### src/rtl/pipeline_controller.sv
// Hazard and sequencing controller for the five-stage IF/ID/EX/MEM/WB pipeline.
// Drives the PC enable, pipeline-register enables/flushes and register-file
// write permit from load-use hazards, EX-resolved taken branches, the data
// memory wait handshake and an ecall halt request. Owns a memory-wait
// watchdog and saturating stall/flush performance counters.
//
// Ports:
//   clk, rst                 clock (rising edge), async active-low reset
//   id_rs1/id_rs2            source register fields of the ID instruction
//   id_uses_rs1/id_uses_rs2  ID instruction actually reads rs1/rs2
//   ex_is_load, ex_rd        EX instruction is a load, and its destination
//   ex_branch_taken          EX resolved a taken branch/jump this cycle
//   mem_req, mem_ready       MEM access in flight / completes this cycle
//   halt_req                 ecall has reached WB
//   pc_en, *_en              PC and pipeline-register load enables
//   if_id_flush/id_ex_flush  clear register to NOP at the edge (beats enable)
//   wb_commit                register-file write permitted
//   halted, mem_error        HALT / ERROR (memory timeout) state flags
//   stall_count, flush_count saturating performance counters
module pipeline_controller #(
   parameter int unsigned MEM_TIMEOUT = 256,
   parameter int unsigned CNT_W       = 32
) (
   input  logic             clk,
   input  logic             rst,
   input  logic [4:0]       id_rs1,
   input  logic [4:0]       id_rs2,
   input  logic             id_uses_rs1,
   input  logic             id_uses_rs2,
   input  logic             ex_is_load,
   input  logic [4:0]       ex_rd,
   input  logic             ex_branch_taken,
   input  logic             mem_req,
   input  logic             mem_ready,
   input  logic             halt_req,
   output logic             pc_en,
   output logic             if_id_en,
   output logic             id_ex_en,
   output logic             ex_mem_en,
   output logic             mem_wb_en,
   output logic             if_id_flush,
   output logic             id_ex_flush,
   output logic             wb_commit,
   output logic             halted,
   output logic             mem_error,
   output logic [CNT_W-1:0] stall_count,
   output logic [CNT_W-1:0] flush_count
);

   // One extra bit so the counter can reach MEM_TIMEOUT without wrapping.
   localparam int unsigned WAIT_W = $clog2(MEM_TIMEOUT) + 1;
   localparam logic [WAIT_W-1:0] WAIT_LAST = WAIT_W'(MEM_TIMEOUT - 1);
   localparam logic [CNT_W-1:0]  CNT_MAX   = '1;

   typedef enum logic [1:0] {
      ST_RUN   = 2'd0,
      ST_HALT  = 2'd1,
      ST_ERROR = 2'd2
   } state_e;

   state_e             state_q, state_d;
   logic [WAIT_W-1:0]  wait_cnt_q, wait_cnt_d;
   logic [CNT_W-1:0]   stall_cnt_q, stall_cnt_d;
   logic [CNT_W-1:0]   flush_cnt_q, flush_cnt_d;

   logic freeze_c;
   logic lu_hazard_c;

   // Control values before reset gating; counters see these, never rst.
   logic pc_en_c;
   logic if_id_en_c;
   logic id_ex_en_c;
   logic ex_mem_en_c;
   logic mem_wb_en_c;
   logic if_id_flush_c;
   logic id_ex_flush_c;
   logic wb_commit_c;

   // Hazard detection; x0 is never a real dependency.
   assign freeze_c    = mem_req & ~mem_ready;
   assign lu_hazard_c = ex_is_load & (ex_rd != 5'd0) &
                        ((id_uses_rs1 & (id_rs1 == ex_rd)) |
                         (id_uses_rs2 & (id_rs2 == ex_rd)));

   // State, watchdog and counter registers.
   always_ff @(posedge clk or negedge rst) begin
      if (!rst) begin
         state_q     <= ST_RUN;
         wait_cnt_q  <= '0;
         stall_cnt_q <= '0;
         flush_cnt_q <= '0;
      end else begin
         state_q     <= state_d;
         wait_cnt_q  <= wait_cnt_d;
         stall_cnt_q <= stall_cnt_d;
         flush_cnt_q <= flush_cnt_d;
      end
   end

   // Next state, watchdog, counters and stage controls.
   always_comb begin
      state_d       = state_q;
      wait_cnt_d    = '0;
      stall_cnt_d   = stall_cnt_q;
      flush_cnt_d   = flush_cnt_q;
      pc_en_c       = 1'b0;
      if_id_en_c    = 1'b0;
      id_ex_en_c    = 1'b0;
      ex_mem_en_c   = 1'b0;
      mem_wb_en_c   = 1'b0;
      if_id_flush_c = 1'b0;
      id_ex_flush_c = 1'b0;
      wb_commit_c   = 1'b0;

      unique case (state_q)
         ST_RUN: begin
            if (freeze_c) begin
               // Whole pipe holds; a taken branch stays in EX until unfrozen.
               wait_cnt_d = wait_cnt_q + WAIT_W'(1);
            end else if (ex_branch_taken) begin
               // Branch wins over load-use: the ID instruction is wrong-path.
               pc_en_c       = 1'b1;
               if_id_en_c    = 1'b1;
               id_ex_en_c    = 1'b1;
               ex_mem_en_c   = 1'b1;
               mem_wb_en_c   = 1'b1;
               if_id_flush_c = 1'b1;
               id_ex_flush_c = 1'b1;
               wb_commit_c   = 1'b1;
            end else if (lu_hazard_c) begin
               // One bubble into EX; the load moves on and the hazard clears.
               id_ex_en_c    = 1'b1;
               ex_mem_en_c   = 1'b1;
               mem_wb_en_c   = 1'b1;
               id_ex_flush_c = 1'b1;
               wb_commit_c   = 1'b1;
            end else begin
               pc_en_c     = 1'b1;
               if_id_en_c  = 1'b1;
               id_ex_en_c  = 1'b1;
               ex_mem_en_c = 1'b1;
               mem_wb_en_c = 1'b1;
               wb_commit_c = 1'b1;
            end

            // Timeout only while frozen; a halt request waits for the freeze.
            if (freeze_c && (wait_cnt_q == WAIT_LAST)) begin
               state_d = ST_ERROR;
            end else if (!freeze_c && halt_req) begin
               state_d = ST_HALT;
            end

            if (!pc_en_c && (stall_cnt_q != CNT_MAX)) begin
               stall_cnt_d = stall_cnt_q + CNT_W'(1);
            end
            if (if_id_flush_c && (flush_cnt_q != CNT_MAX)) begin
               flush_cnt_d = flush_cnt_q + CNT_W'(1);
            end
         end
         ST_HALT:  state_d = ST_HALT;
         ST_ERROR: state_d = ST_ERROR;
         default:  state_d = ST_ERROR;
      endcase
   end

   // While reset is held the pipe is frozen with NOPs forced into IF/ID, ID/EX.
   assign pc_en       = rst & pc_en_c;
   assign if_id_en    = rst & if_id_en_c;
   assign id_ex_en    = rst & id_ex_en_c;
   assign ex_mem_en   = rst & ex_mem_en_c;
   assign mem_wb_en   = rst & mem_wb_en_c;
   assign if_id_flush = ~rst | if_id_flush_c;
   assign id_ex_flush = ~rst | id_ex_flush_c;
   assign wb_commit   = rst & wb_commit_c;
   assign halted      = (state_q == ST_HALT);
   assign mem_error   = (state_q == ST_ERROR);
   assign stall_count = stall_cnt_q;
   assign flush_count = flush_cnt_q;

endmodule

### config.mk
export PLATFORM = sky130hd
export DESIGN_NAME = pipeline_controller
export DESIGN_NICKNAME = d
export VERILOG_FILES = /design/src/rtl/pipeline_controller.sv
export SDC_FILE = /design/constraint.sdc
export NUM_CORES = 1
export LEC_CHECK = 0
export CORE_ASPECT_RATIO = 0.7
export CORE_UTILIZATION = 50
export CTS_CLUSTER_DIAMETER = 80
export DETAILED_ROUTE_END_ITERATION = 16
export GPL_TIMING_DRIVEN = 0
export PLACE_DENSITY_LB_ADDON = 0.15
export SYNTH_ARGS = -nofsm -noshare
export SYNTH_HDL_FRONTEND = slang
export SYNTH_SLANG_ARGS = --single-unit
### constraint.sdc
create_clock -name clk -period 2 [get_ports clk]
set_input_delay 0.3 -clock clk [delete_from_list [all_inputs] [get_ports clk]]
set_output_delay 0.3 -clock clk [all_outputs]
set_load 0.05 [all_outputs]
Yosys cells after proc, flatten, opt, wreduce, memory -nomap -nowiden:

Cells that the tools add are included.

* flip-flop bits (word level): 75
* bits of input ports: 24

* $add $sub $neg: 3
* eq/ne operators: 8
* muxes and demuxes: 21
* bitwise gates (word level): 13
* reduce and logical (&&, ||, !) cells: 10

Operators with widths (count)
* $add 32x1->32 const B: 2
* $ne 32x32->1 const B: 2
* $mux 9: 2
* $mux 1: 16
* $eq 5x5->1: 2
* $add 9x1->9 const B: 1
* $eq 9x8->1 const B: 1
* $and 1x1->1: 8
* $reduce_bool 5->1: 1
* $logic_and 1x1->1: 4
* $mux 2: 2
* $pmux 2 s2: 1
* $reduce_and 2->1: 2
* $ne 3x3->1 const B: 1
* $or 1x1->1: 3
* $eq 2x1->1 const B: 1
* $eq 2x2->1 const B: 1
* $logic_not 1->1: 2
* $logic_not 2->1: 1
* $not 1->1: 2

Longest topological paths before layout:

* depth after elaboration: 11
* gate-level depth with buffers: 8
* gate-level depth less buffers: 7

Worst setup path before layout:

Ideal clock, no wire load.

* kind: register to output
* from: register state_q[1]
* to: output port pc_en
* arrival: 1.986 ns
* data required time: 1.700 ns
* slack: -0.286 ns
* cell stages (with the launch flop): 5
* buffers on the path: 1
* cell sequence: dfrtp_1 -> nor2_4 -> and3_1 -> o21a_1 -> buf_4

* longest elaborated chain between the ends: 3

RTL lines
* start, declared: line 61 `state_e state_q, state_d;`
* start signal, assigned: line 93 `state_q <= state_d;`
* $logic_not 2->1: line 115 `unique case (state_q)`
* $mux 1: line 115
* $and 1x1->1: line 167 `assign pc_en = rst & pc_en_c;`
* end, declared: line 36 `output logic pc_en,`

Every way passes these cells.

Worst setup path after layout:

* from: register stall_cnt_q[0], in the netlist stall_count[0]
* to: register stall_cnt_q[7], in the netlist stall_count[7]

* longest elaborated chain between the ends: 3
* elaborated cells between the ends (all ways): 4
* classes of those cells: 1 x add/sub; 1 x eq/ne; 2 x reduce/logical

RTL lines
* start, declared: line 63 `logic [CNT_W-1:0] stall_cnt_q, stall_cnt_d;`
* start signal, assigned: line 95 `stall_cnt_q <= stall_cnt_d;`
* parallel branches: the longest is 3 deep, another holds $add 32x1->32

Several ways; the timed one is not identified.
A chain may end at the register's enable or synchronous reset.

==> metrics.cfg <==
[status]
status=complete, but fails checks
violations=negative setup slack

[setup_path]
critical_path_peak_fanout=5
worstSetupEndpointType=register
crit_type=reg2reg
ff2ff_path_depth=8
timing.rr.start=stall_count[0]
worst_ep_required_time_ns=2.27
r2r_end=stall_count[7]
critPathLaunchType=register
reg2reg_slack_ns=-0.23
cp.arrival_ns=2.49

[power_and_ir_drop]
peakVddDrop_v=0.000772
power.density_nw_per_um2=674
p_leak_nw=2.79

[floorplanning]
fp-row-count=26
dieArea_um2=8230
initial_core_util_pct=52.8
fp.coreArea_um2=7450
die_h_um=76.2
fp.dieW_um=108
pin_count=98

[logic_synthesis]
synth_common_cells=dfrtp_1, xor2_1, nor2_1, xnor2_1, nand2_1
synth_area_leaders=dfrtp_1, xor2_1, xnor2_1
synth_flop_cell=dfrtp_1
async_flop_share_pct=100
synth_seq_area_share_pct=47.7
syn_inst=369
postSynthNetCount=397
ys_types=47
yosys.area.top_type=dfrtp_1
synth_warnings=0
yosysMostFrequentCell=dfrtp_1
yosysTopAreaCellShare_pct=47.7
netlist_area_um2=3930
avgSynthCellArea_um2=10.7
ys_ff_latch=75
synth-edff-count=0

[worst_hold_path]
hold_path_class=in2async

[final_layout]
final_util_pct=79.6
fin_area_um2=5930
areaGrowthSynthToFinish_pct=50.8
antennaDiodeCount=0
stdcell_count=621
drive_gt1_share_pct=34.0
nets=546

[clock_tree]
clk_latency_ns=0.36
cts_tree=done
cts_buffers=9
clk_pin_slew_ns=0.09
clk_path_buf_depth=2
cts.sink_count=75
clockRootBuffer=clkbuf_8
htree_num_levels=3

[sta]
finalSetupViolations=9
setup_tns_ns=-0.529
slew-limit-headroom_pct=58.9
rsz0062_at_grt=yes
setup_slack_ns=-0.229
fin_skew_ns=0.0111
worst_pin_slew_ns=0.615
period_share_pct=111
fmax_mhz=449
finalHoldViolCount=0
finalCriticalPeriod_ns=2.23
slew_violations=0

[routing]
wirelength_um=11000
viasPerCell=5.54
drt_pass1_iterations=5
avgRoutedWirePerCell_um=17.7
detail-route-antenna-nets=0
drtIter0Drc=283
vias=3438
drc=0

[placement]
pre_cts_slack_ns=-0.937
hpwl_um=6660
place_congestion=0.828
dp_cells=565
placed_area_um2=5090
port_buffers=97

[grt]
grt_overflow=0
antenna_found_initial=0
grt_first_pass_wirelength_um=16800
grt_use_total_pct=26.6
grt_max_degree=47
grt_pass1_vias=3229

[run]
maxCapViolCount=0

[kinds of logic after synthesis]
family / Yosys count / synth area share, %
compound gates: 8 / 1.50
xor+xnor: 78 / 17.4
fa+ha+maj: 4 / 1.27
buf+inv: 17 / 2.51
flops: 75 / 47.7
mux: 2 / 0.573
simple gates: 185 / 29.0
[through the flow]
stage,power (W),hold WS [ns]
6_report,0.00400,0.0131
5_1_grt,0.00414,0.0111
4_1_cts,0.00395,0.00314
3_5_place_dp,0.00267,0.260
3_3_place_gp,0.00265,0.444
2_1_floorplan,0.00230,0.00441
[power breakdown]
group          total, W  internal [W]  switching (W)
sequential      0.00173       0.00161       0.000118
clock           0.00121      0.000587       0.000622
combinational   0.00106      0.000407       0.000655
[worst max-delay path, stage by stage (launching register included)]
cell,delay [ns]
dfrtp_2,0.43
ha_4,0.17
and3_4,0.20
and2_4,0.16
nand4_1,0.20
nand3_4,0.17
buf_8,0.21
nor3_1,0.39
xor2_1,0.22
[timing repair]
action,4_1_cts,5_1_grt
gates cloned,2,0
setup endpoints to repair,34,54
endpoints found under the hold margin,29,0
pin swaps,10,39
buffers inserted,19,15
hold buffers,4,0
resized for setup,79,74
[final cells by class]
type / instances / area [um2]
inverter: 7 / 26.3
multi-input combinational: 277 / 2220
clock buffer: 9 / 124
sequential: 75 / 1920
buffer: 10 / 83.8
tap: 98 / 123
timing repair buffer: 138 / 1360
clock inverter: 7 / 77.6
fill: 450 / 1520
[cells in the final DEF (no fill, tap or decap), types with 5 or more instances in the layout]
cell / instances
and3_1: 8
nor3_2: 6
clkbuf_2: 5
buf_4: 37
nand2_1: 31
nand3_2: 6
clkbuf_8: 9
xnor2_1: 36
dlymetal6s2s_1: 11
buf_2: 6
nor2_1: 26
buf_6: 7
nand3_1: 22
nor4_4: 8
xor2_1: 42
nor2_4: 8
dfrtp_2: 31
clkdlybuf4s50_1: 63
dlygate4sd2_1: 5
inv_1: 7
nand4_1: 17
dfrtp_1: 44
[sequential cells by signal, indices dropped and copies added, names as in the netlist]
register and count:
flush_count 32, stall_count 32, wait_cnt_q 9, state_q 2
[worst max-delay path by stage]
stage | start | end
finish | stall_count[0] | stall_count[7]
detailed placement | ex_rd[1] | pc_en
floorplan | flush_count[11] | flush_count[18]
global route | stall_count[0] | stall_count[7]
CTS | id_rs2[0] | pc_en
global placement | rst | pc_en
[routing by layer]
metal	track usage [%]	vias to the layer above	routed length, um
met1	37.6	1693	4810
met2	39.6	156	5250
met4	6.16	0	179
li1	-	1572	-
met3	8.47	17	763
met5	0	-	0
Note: power is estimated with default switching activity, not from simulation.
